## src/rtl/conv_acc_pkg.sv

```systemverilog
`default_nettype none
// ============================================================================
// Package  : conv_acc_pkg
// Purpose  : Shared state encoding and index-width helper for the conv sequencer
// Revision : 1.0
// ============================================================================
package conv_acc_pkg;

    typedef enum logic [2:0] {
        ST_IDLE  = 3'd0,
        ST_LOAD  = 3'd1,
        ST_CALC  = 3'd2,
        ST_SHIFT = 3'd3,
        ST_DRAIN = 3'd4,
        ST_DONE  = 3'd5
    } state_t;

    // Index width for a counter spanning 0..n-1; never narrower than one bit.
    function automatic int idx_width(input int n);
        return (n > 1) ? $clog2(n) : 1;
    endfunction

endpackage
`default_nettype wire

```

## src/rtl/conv_wb_delay.sv

```systemverilog
`default_nettype none
// ============================================================================
// Module   : conv_wb_delay
// Purpose  : LAT-stage valid+address shift register aligning write-back to the ALU
// Revision : 1.0
// ============================================================================
module conv_wb_delay #(
    parameter int LAT = 2,
    parameter int AW  = 8
) (
    input  logic          clk,
    input  logic          rst,
    input  logic          flush,
    input  logic          push,
    input  logic [AW-1:0] push_addr,
    output logic          out_valid,
    output logic [AW-1:0] out_addr,
    output logic          empty
);

    logic [LAT-1:0] r_valid;
    logic [AW-1:0]  r_addr [LAT];

    always_ff @(posedge clk or negedge rst) begin
        if (!rst) begin
            r_valid <= '0;
            for (int i = 0; i < LAT; i++) begin
                r_addr[i] <= '0;
            end
        end else if (flush) begin
            r_valid <= '0;
            for (int i = 0; i < LAT; i++) begin
                r_addr[i] <= '0;
            end
        end else begin
            r_valid[0] <= push;
            r_addr[0]  <= push_addr;
            for (int i = 1; i < LAT; i++) begin
                r_valid[i] <= r_valid[i-1];
                r_addr[i]  <= r_addr[i-1];
            end
        end
    end

    assign out_valid = r_valid[LAT-1];
    assign out_addr  = r_addr[LAT-1];

    // Empty means nothing is queued behind the entry currently at the output,
    // so the line is guaranteed clear after this cycle.
    if (LAT == 1) begin : g_empty_single
        assign empty = 1'b1;
    end else begin : g_empty_multi
        assign empty = ~|r_valid[LAT-2:0];
    end

endmodule
`default_nettype wire

```

## src/rtl/conv_acc_sequencer.sv

```systemverilog
`default_nettype none
// ============================================================================
// Module   : conv_acc_sequencer
// Purpose  : Owns the row/column/channel/tap loop of a conv frame and issues
//            load, MAC, shift and latency-aligned write-back strobes
// Revision : 1.0
// ============================================================================
module conv_acc_sequencer
    import conv_acc_pkg::*;
#(
    parameter int KERNEL_TAPS = 9,
    parameter int OUT_COLS    = 6,
    parameter int OUT_ROWS    = 6,
    parameter int N_CH        = 4,
    parameter int ALU_LAT     = 2,
    localparam int W_TAP = idx_width(KERNEL_TAPS),
    localparam int W_COL = idx_width(OUT_COLS),
    localparam int W_ROW = idx_width(OUT_ROWS),
    localparam int W_CH  = idx_width(N_CH)
) (
    input  logic             clk,
    input  logic             rst,
    input  logic             start,
    input  logic             clr,
    input  logic             load_ack,
    output logic             busy,
    output logic             done,
    output logic             load_req,
    output logic             alu_en,
    output logic             acc_clr,
    output logic [W_TAP-1:0] tap_idx,
    output logic [W_CH-1:0]  ch_idx,
    output logic             shift_en,
    output logic             wb_en,
    output logic [W_CH-1:0]  wb_ch,
    output logic [W_COL-1:0] wb_col,
    output logic [W_ROW-1:0] wb_row
);

    localparam int W_ADDR = W_CH + W_COL + W_ROW;

    localparam logic [W_TAP-1:0] c_TAP_LAST = W_TAP'(KERNEL_TAPS - 1);
    localparam logic [W_COL-1:0] c_COL_LAST = W_COL'(OUT_COLS - 1);
    localparam logic [W_ROW-1:0] c_ROW_LAST = W_ROW'(OUT_ROWS - 1);
    localparam logic [W_CH-1:0]  c_CH_LAST  = W_CH'(N_CH - 1);

    state_t           r_state, w_state_nxt;
    logic [W_TAP-1:0] r_tap,   w_tap_nxt;
    logic [W_CH-1:0]  r_ch,    w_ch_nxt;
    logic [W_COL-1:0] r_col,   w_col_nxt;
    logic [W_ROW-1:0] r_row,   w_row_nxt;

    logic              w_push;
    logic              w_dl_empty;
    logic              w_wb_valid;
    logic [W_ADDR-1:0] w_wb_addr;

    always_ff @(posedge clk or negedge rst) begin
        if (!rst) begin
            r_state <= ST_IDLE;
            r_tap   <= '0;
            r_ch    <= '0;
            r_col   <= '0;
            r_row   <= '0;
        end else begin
            r_state <= w_state_nxt;
            r_tap   <= w_tap_nxt;
            r_ch    <= w_ch_nxt;
            r_col   <= w_col_nxt;
            r_row   <= w_row_nxt;
        end
    end

    always_comb begin
        w_state_nxt = r_state;
        w_tap_nxt   = r_tap;
        w_ch_nxt    = r_ch;
        w_col_nxt   = r_col;
        w_row_nxt   = r_row;
        w_push      = 1'b0;

        busy     = (r_state != ST_IDLE);
        done     = (r_state == ST_DONE);
        load_req = (r_state == ST_LOAD);
        alu_en   = (r_state == ST_CALC);
        acc_clr  = (r_state == ST_CALC) && (r_tap == '0);
        shift_en = (r_state == ST_SHIFT);
        tap_idx  = r_tap;
        ch_idx   = r_ch;

        case (r_state)
            ST_IDLE: begin
                w_tap_nxt = '0;
                w_ch_nxt  = '0;
                w_col_nxt = '0;
                w_row_nxt = '0;
                if (start) begin
                    w_state_nxt = ST_LOAD;
                end
            end
            ST_LOAD: begin
                w_tap_nxt = '0;
                w_ch_nxt  = '0;
                if (load_ack) begin
                    w_state_nxt = ST_CALC;
                end
            end
            ST_CALC: begin
                if (r_tap == c_TAP_LAST) begin
                    // Accumulation complete: queue its write-back address.
                    w_push    = 1'b1;
                    w_tap_nxt = '0;
                    if (r_ch != c_CH_LAST) begin
                        w_ch_nxt = r_ch + 1'b1;
                    end else if (r_col != c_COL_LAST) begin
                        w_state_nxt = ST_SHIFT;
                    end else if (r_row != c_ROW_LAST) begin
                        w_row_nxt   = r_row + 1'b1;
                        w_col_nxt   = '0;
                        w_state_nxt = ST_LOAD;
                    end else begin
                        w_state_nxt = ST_DRAIN;
                    end
                end else begin
                    w_tap_nxt = r_tap + 1'b1;
                end
            end
            ST_SHIFT: begin
                w_col_nxt   = r_col + 1'b1;
                w_ch_nxt    = '0;
                w_state_nxt = ST_CALC;
            end
            ST_DRAIN: begin
                if (w_dl_empty) begin
                    w_state_nxt = ST_DONE;
                end
            end
            ST_DONE: begin
                w_state_nxt = ST_IDLE;
            end
            default: begin
                w_state_nxt = ST_IDLE;
            end
        endcase

        // Abort wins over every transition and cancels any push this cycle.
        if (clr) begin
            w_state_nxt = ST_IDLE;
            w_tap_nxt   = '0;
            w_ch_nxt    = '0;
            w_col_nxt   = '0;
            w_row_nxt   = '0;
            w_push      = 1'b0;
        end
    end

    conv_wb_delay #(
        .LAT (ALU_LAT),
        .AW  (W_ADDR)
    ) u_wb_delay (
        .clk       (clk),
        .rst       (rst),
        .flush     (clr),
        .push      (w_push),
        .push_addr ({r_ch, r_col, r_row}),
        .out_valid (w_wb_valid),
        .out_addr  (w_wb_addr),
        .empty     (w_dl_empty)
    );

    assign wb_en  = w_wb_valid;
    assign wb_ch  = w_wb_addr[W_ROW+W_COL +: W_CH];
    assign wb_col = w_wb_addr[W_ROW +: W_COL];
    assign wb_row = w_wb_addr[0 +: W_ROW];

endmodule
`default_nettype wire

```

## config.mk

```make
export PLATFORM = sky130hd
export DESIGN_NAME = conv_acc_sequencer
export DESIGN_NICKNAME = d
export VERILOG_FILES = /design/src/rtl/conv_acc_pkg.sv /design/src/rtl/conv_wb_delay.sv /design/src/rtl/conv_acc_sequencer.sv
export SDC_FILE = /design/constraint.sdc
export NUM_CORES = 1
export LEC_CHECK = 0
export CAP_MARGIN = 40
export CORE_MARGIN = 5
export CORE_UTILIZATION = 25
export CTS_CLUSTER_DIAMETER = 150
export DETAILED_ROUTE_END_ITERATION = 10
export GPL_ROUTABILITY_DRIVEN = 0
export HOLD_SLACK_MARGIN = 0.15
export PLACE_DENSITY = 0.42
export SLEW_MARGIN = 20
export SYNTH_ARGS = -nofsm -noshare
export SYNTH_HDL_FRONTEND = slang
export SYNTH_SLANG_ARGS = --single-unit
```

## constraint.sdc

```tcl
create_clock -name clk -period 1.84 [get_ports clk]
set_clock_uncertainty 0.05 [all_clocks]
set_input_delay 0.552 -clock clk [delete_from_list [all_inputs] [get_ports clk]]
set_output_delay 0.552 -clock clk [all_outputs]
set_load 0.02 [all_outputs]
```

### Word-level counts from Yosys, hierarchy flattened

Index checks and enable logic that the tools add are counted.

| storage, ports and cells | value |
|---|---|
| flip-flop bits (word level) | 33 |
| logic and storage cells | 75 |

| cells by class | value |
|---|---|
| add/sub/neg operators | 4 |
| equality and inequality tests | 17 |
| muxes and demuxes | 32 |
| reduce and logical (&&, ||, !) cells | 14 |

Operators by type and width:

| kind | number |
|---|---|
| 2-to-1 mux 3 bit | 18 |
| != test 3 bit, second input constant | 7 |
| 2-to-1 mux 16 bit | 1 |
| one-hot mux 3 bit (5 select lines) | 1 |
| AND reduction 5 bit | 3 |
| nonzero test 3 bit | 4 |
| != test 3 x 2 -> 1 bit, second input constant | 3 |
| one-hot mux 3 bit (3 select lines) | 1 |
| 2-to-1 mux 2 bit | 4 |
| 2-to-1 mux 4 bit | 2 |
| one-hot mux 4 bit (2 select lines) | 1 |
| adder 3 x 1 -> 3 bit, second input constant | 2 |
| == test 3 x 2 -> 1 bit, second input constant | 2 |
| == test 3 bit, second input constant | 2 |
| one-hot mux 3 bit (2 select lines) | 1 |
| adder 4 x 1 -> 4 bit, second input constant | 1 |
| == test 4 bit, second input constant | 1 |
| zero test 4 bit | 1 |
| one-hot mux 2 bit (2 select lines) | 1 |
| nonzero test 4 bit | 1 |
| == test 3 x 1 -> 1 bit, second input constant | 1 |
| zero test 3 bit | 1 |
| AND reduction 3 bit | 1 |
| OR reduction 3 bit | 1 |
| 5 further kinds | 6 |

### Longest topological paths before layout

| logic depth | value |
|---|---|
| depth in word-level cells | 7 |
| gate-level depth with buffers | 6 |
| gate-level depth less buffers | 6 |

### Modules after synthesis

From an unflattened synthesis, not the netlist that was laid out.

| second synthesis, totals | value |
|---|---|
| cells, all modules | 156 |
| area, all modules | 1640.3 um^2 |

By module, submodules not included:

| module | times used | cells an instance | area each (um^2) | seq. area each (um^2) |
|---|---|---|---|---|
| conv_acc_sequencer | 1 | 110 | 997.2 | 375.4 |
| conv_wb_delay | 1 | 46 | 643.1 | 450.4 |

### Worst setup path before layout

OpenSTA, ideal clock, no wires.

| path | value |
|---|---|
| path kind | flip-flop to output port |
| start | reg r_state[2] |
| end | out acc_clr |
| data arrival time | 1.567 ns |
| data required time | 1.238 ns |
| setup slack | -0.329 ns |
| cell stages (with the launch flop) | 4 |
| path through | dfrtp_1 > buf_2 > or3b_2 > nor3b_1 |

| on the way | value |
|---|---|
| cells in the longest elaborated chain, start to end | 2 |

Ends and longest elaborated chain:

| item | RTL line | RTL |
|---|---|---|
| start: declaration | conv_acc_sequencer.sv:47 | `state_t r_state, w_state_nxt;` |
| start signal: assignment | conv_acc_sequencer.sv:66 | `r_state <= w_state_nxt;` |
| == test 3 x 2 -> 1 bit | conv_acc_sequencer.sv:86 | `acc_clr = (r_state == ST_CALC) && (r_tap == '0);` |
| logical AND 1 bit | conv_acc_sequencer.sv:86 |  |
| end: declaration | conv_acc_sequencer.sv:30 | `output logic acc_clr,` |

No other way between the ends.

### Final worst setup path

| path | value |
|---|---|
| start | reg r_state[0] |
| end | out acc_clr |

Same word-level chain as after synthesis.

==> run summary <==
status: finished with violations
failing checks: negative setup slack
core area: 6390 um^2
area grow syn2layout: 40.7%
share of cells above drive strength 1: 29.3%
total wire length: 3770 um
max incr delay on CP: 0.41 ns
Ys Warns: 0
CTS Sinks: 33
Synth Net Count: 172
largest net degree at the start of global routing: 34
XOR/XNOR share of the synthesized area: 0%
asr flop ratio synth: 100%
ANT nets after route: 0
HP Start: u_wb_delay.r_addr[15]
Final nets: 216
Worst path top cell family by delay: simple AND/OR/NAND/NOR gates
Die ar.: 8300 um^2
Seq/Total Area, Yosys: 50.2%
GRT Resource Usage Total: 9.42%
Worst-Skew Late Latency: 0.28 ns
crit-path cells: or3b_4, nor3b_4, buf_6
row count: 29
First DRT Iteration DRCs: 28
gate count after technology mapping: 160
Area after DPL: 2070 um^2
Final Util: 36.2%
Die X: 91.1 um
Max Fclk: 0.501 GHz
synth top area cells: dfrtp_1, nor2b_1, ha_1
vias in the first global route: 1312
mux contribution to synthesized area: 0.609%
first-pass GRT wire length: 6330 um
initial antenna violation count: 0
leakage: 1.18 nW
Final Cell Area: 2310 um^2
number of H-tree levels: 2
Synth Flop Type: dfrtp_1
Pre-Repair DR Iteration Count: 4
period utilization: 109%
CP max stage cell: or3b_4
drt wl/cell: 13.4 um
Setup violations, final: 3
top-count cell post-synth: dfrtp_1
critical path data required time: 1.24 ns
Post-synth top cells: dfrtp_1, nor2b_1, nor2_1
adder-cell share of the synthesized area: 5.33%
Distinct cells, synth: 40
number of CTS-inserted buffers: 5
Synth area leader: dfrtp_1
post-placement cell count: 266
top cell type's share of synthesized area: 50.2%
Max-cap violations: 0
vias per cell: 4.57
hold slack: 0.408 ns
Post-synth EDFFs: 0
remaining global-route overflow: 0
fillers: 642
clock buffer depth: 2
post-DP HPWL: 2550 um
crit path DAT: 1.40 ns
Layout Cells excl Fill: 282
# DRC: 0
Syn Std Cell Area: 1640 um^2
CP endpoint kind: primary output
main combinational cell family by area after synthesis: simple AND/OR/NAND/NOR gates
worst hold path type: reg2reg
Max VDD drop: 266 uV
PD cells: 722 nW/um^2
average cell area after synthesis: 10.3 um^2
Die Ht: 91.1 um
Crit Path Class: reg2out
RSZ-0062 raised after global routing: yes
CTS tree: yes
Max transition margin: 79.4%
r2r startpoint: r_state[2]
Synth Register Bits: 33
final hold vios: 0
complex-gate fraction of the synthesized area: 12.6%
CP startpoint: r_state[0]
Pins Over Slew Limit: 0
I/O Buffers: 25
CP startpoint kind: register
Post-Synth Simple-Gate Area: 24.5%
final setup margin: -0.157 ns
Tmin final: 2.00 ns
Clock Pin Slew Worst Setup and Hold Paths: 0.07 ns
pre-CTS setup slack: -0.354 ns
CP max FO: 2
Least-Margin Pin Slew: 0.309 ns
setup TNS: -0.415 ns
Tot Pwr: 1.67 mW
Bufs and invs on worst path: 1
Ports: 26
Initial Utilization: 25.7%
via count: 1289
root buffer cell: clkbuf_8
n_diodes: 0
## report_power, final
part	total, mW	internal (mW)	switching, mW
clock	0.522	0.262	0.260
sequential	0.751	0.741	0.0101
combinational	0.398	0.212	0.186
total	1.67	1.21	0.456
## layout make-up
class	count	area (um^2)	area share, %
sequential	33	827	35.7
inverter	6	22.5	0.973
clock buffer	6	72.6	3.14
multi-input combinational	106	774	33.5
timing repair buffer	52	510	22.1
clock inverter	2	10.0	0.433
tap	77	96.3	4.16
## sequential cells by signal, indices dropped and copies added (netlist names)
name / count
u_wb_delay.out_addr: 8
r_col: 3
r_state: 3
r_row: 3
u_wb_delay.r_addr: 8
u_wb_delay.r_valid: 2
ch_idx: 2
tap_idx: 4
## layout by cell type (no fill, tap or decap), types with 2 or more instances in the layout
cell,count
dfrtp_1,32
buf_4,23
nor2b_1,16
nor2_1,14
clkdlybuf4s50_1,8
nand2_1,6
o21ai_0,6
a21oi_1,6
ha_1,6
buf_6,6
dlygate4sd2_1,6
nand3_1,5
clkbuf_8,5
dlymetal6s2s_1,5
o21ai_1,4
a21o_1,4
inv_2,3
nor2b_4,3
inv_1,3
nor3b_1,3
and3_1,2
a311oi_2,2
a22o_1,2
nand2b_1,2
nor3_1,2
clkinv_2,2
buf_8,2
## routing by layer
| layer | GRT usage, % | up-vias | part of all wire, % |
|---|---|---|---|
| met5 | 0 | - | 0 |
| met3 | 2.56 | 6 | 4.4 |
| met4 | 4.28 | 0 | 1.9 |
| met2 | 15.0 | 25 | 46 |
| met1 | 11.9 | 622 | 47 |
| li1 | - | 636 | - |
## what timing repair did
action                                  in CTS  in global routing
endpoints found under the setup margin      13                 16
hold buffers                                 0                  0
pin swaps                                    3                  4
setup buffers                                4                  4
gates resized for setup                     43                 26
cloned                                       0                  1
## cell families after synthesis
kind of cell / after synthesis
AND/OR/NAND/NOR: 66
flip-flops: 33
AO/OA/AOI/OAI: 32
buffers and inverters: 21
adder cells (fa/ha/maj): 7
multiplexers: 1
## worst paths after layout
| kind | depth (start not counted) | endpoint | slack (ns) |
|---|---|---|---|
| setup / recovery | 3 | acc_clr | -0.16 |
| hold / removal | 1 | u_wb_delay.out_addr[7] | 0.41 |
| setup reg to reg | 6 | tap_idx[3] | 0.03 |
| hold reg to reg | 1 | u_wb_delay.out_addr[7] | 0.41 |
| max in group asynchronous | 2 | tap_idx[0] | 0.96 |
| min in group asynchronous | 2 | u_wb_delay.out_addr[3] | 0.58 |
(Power assumes the default switching activity.)
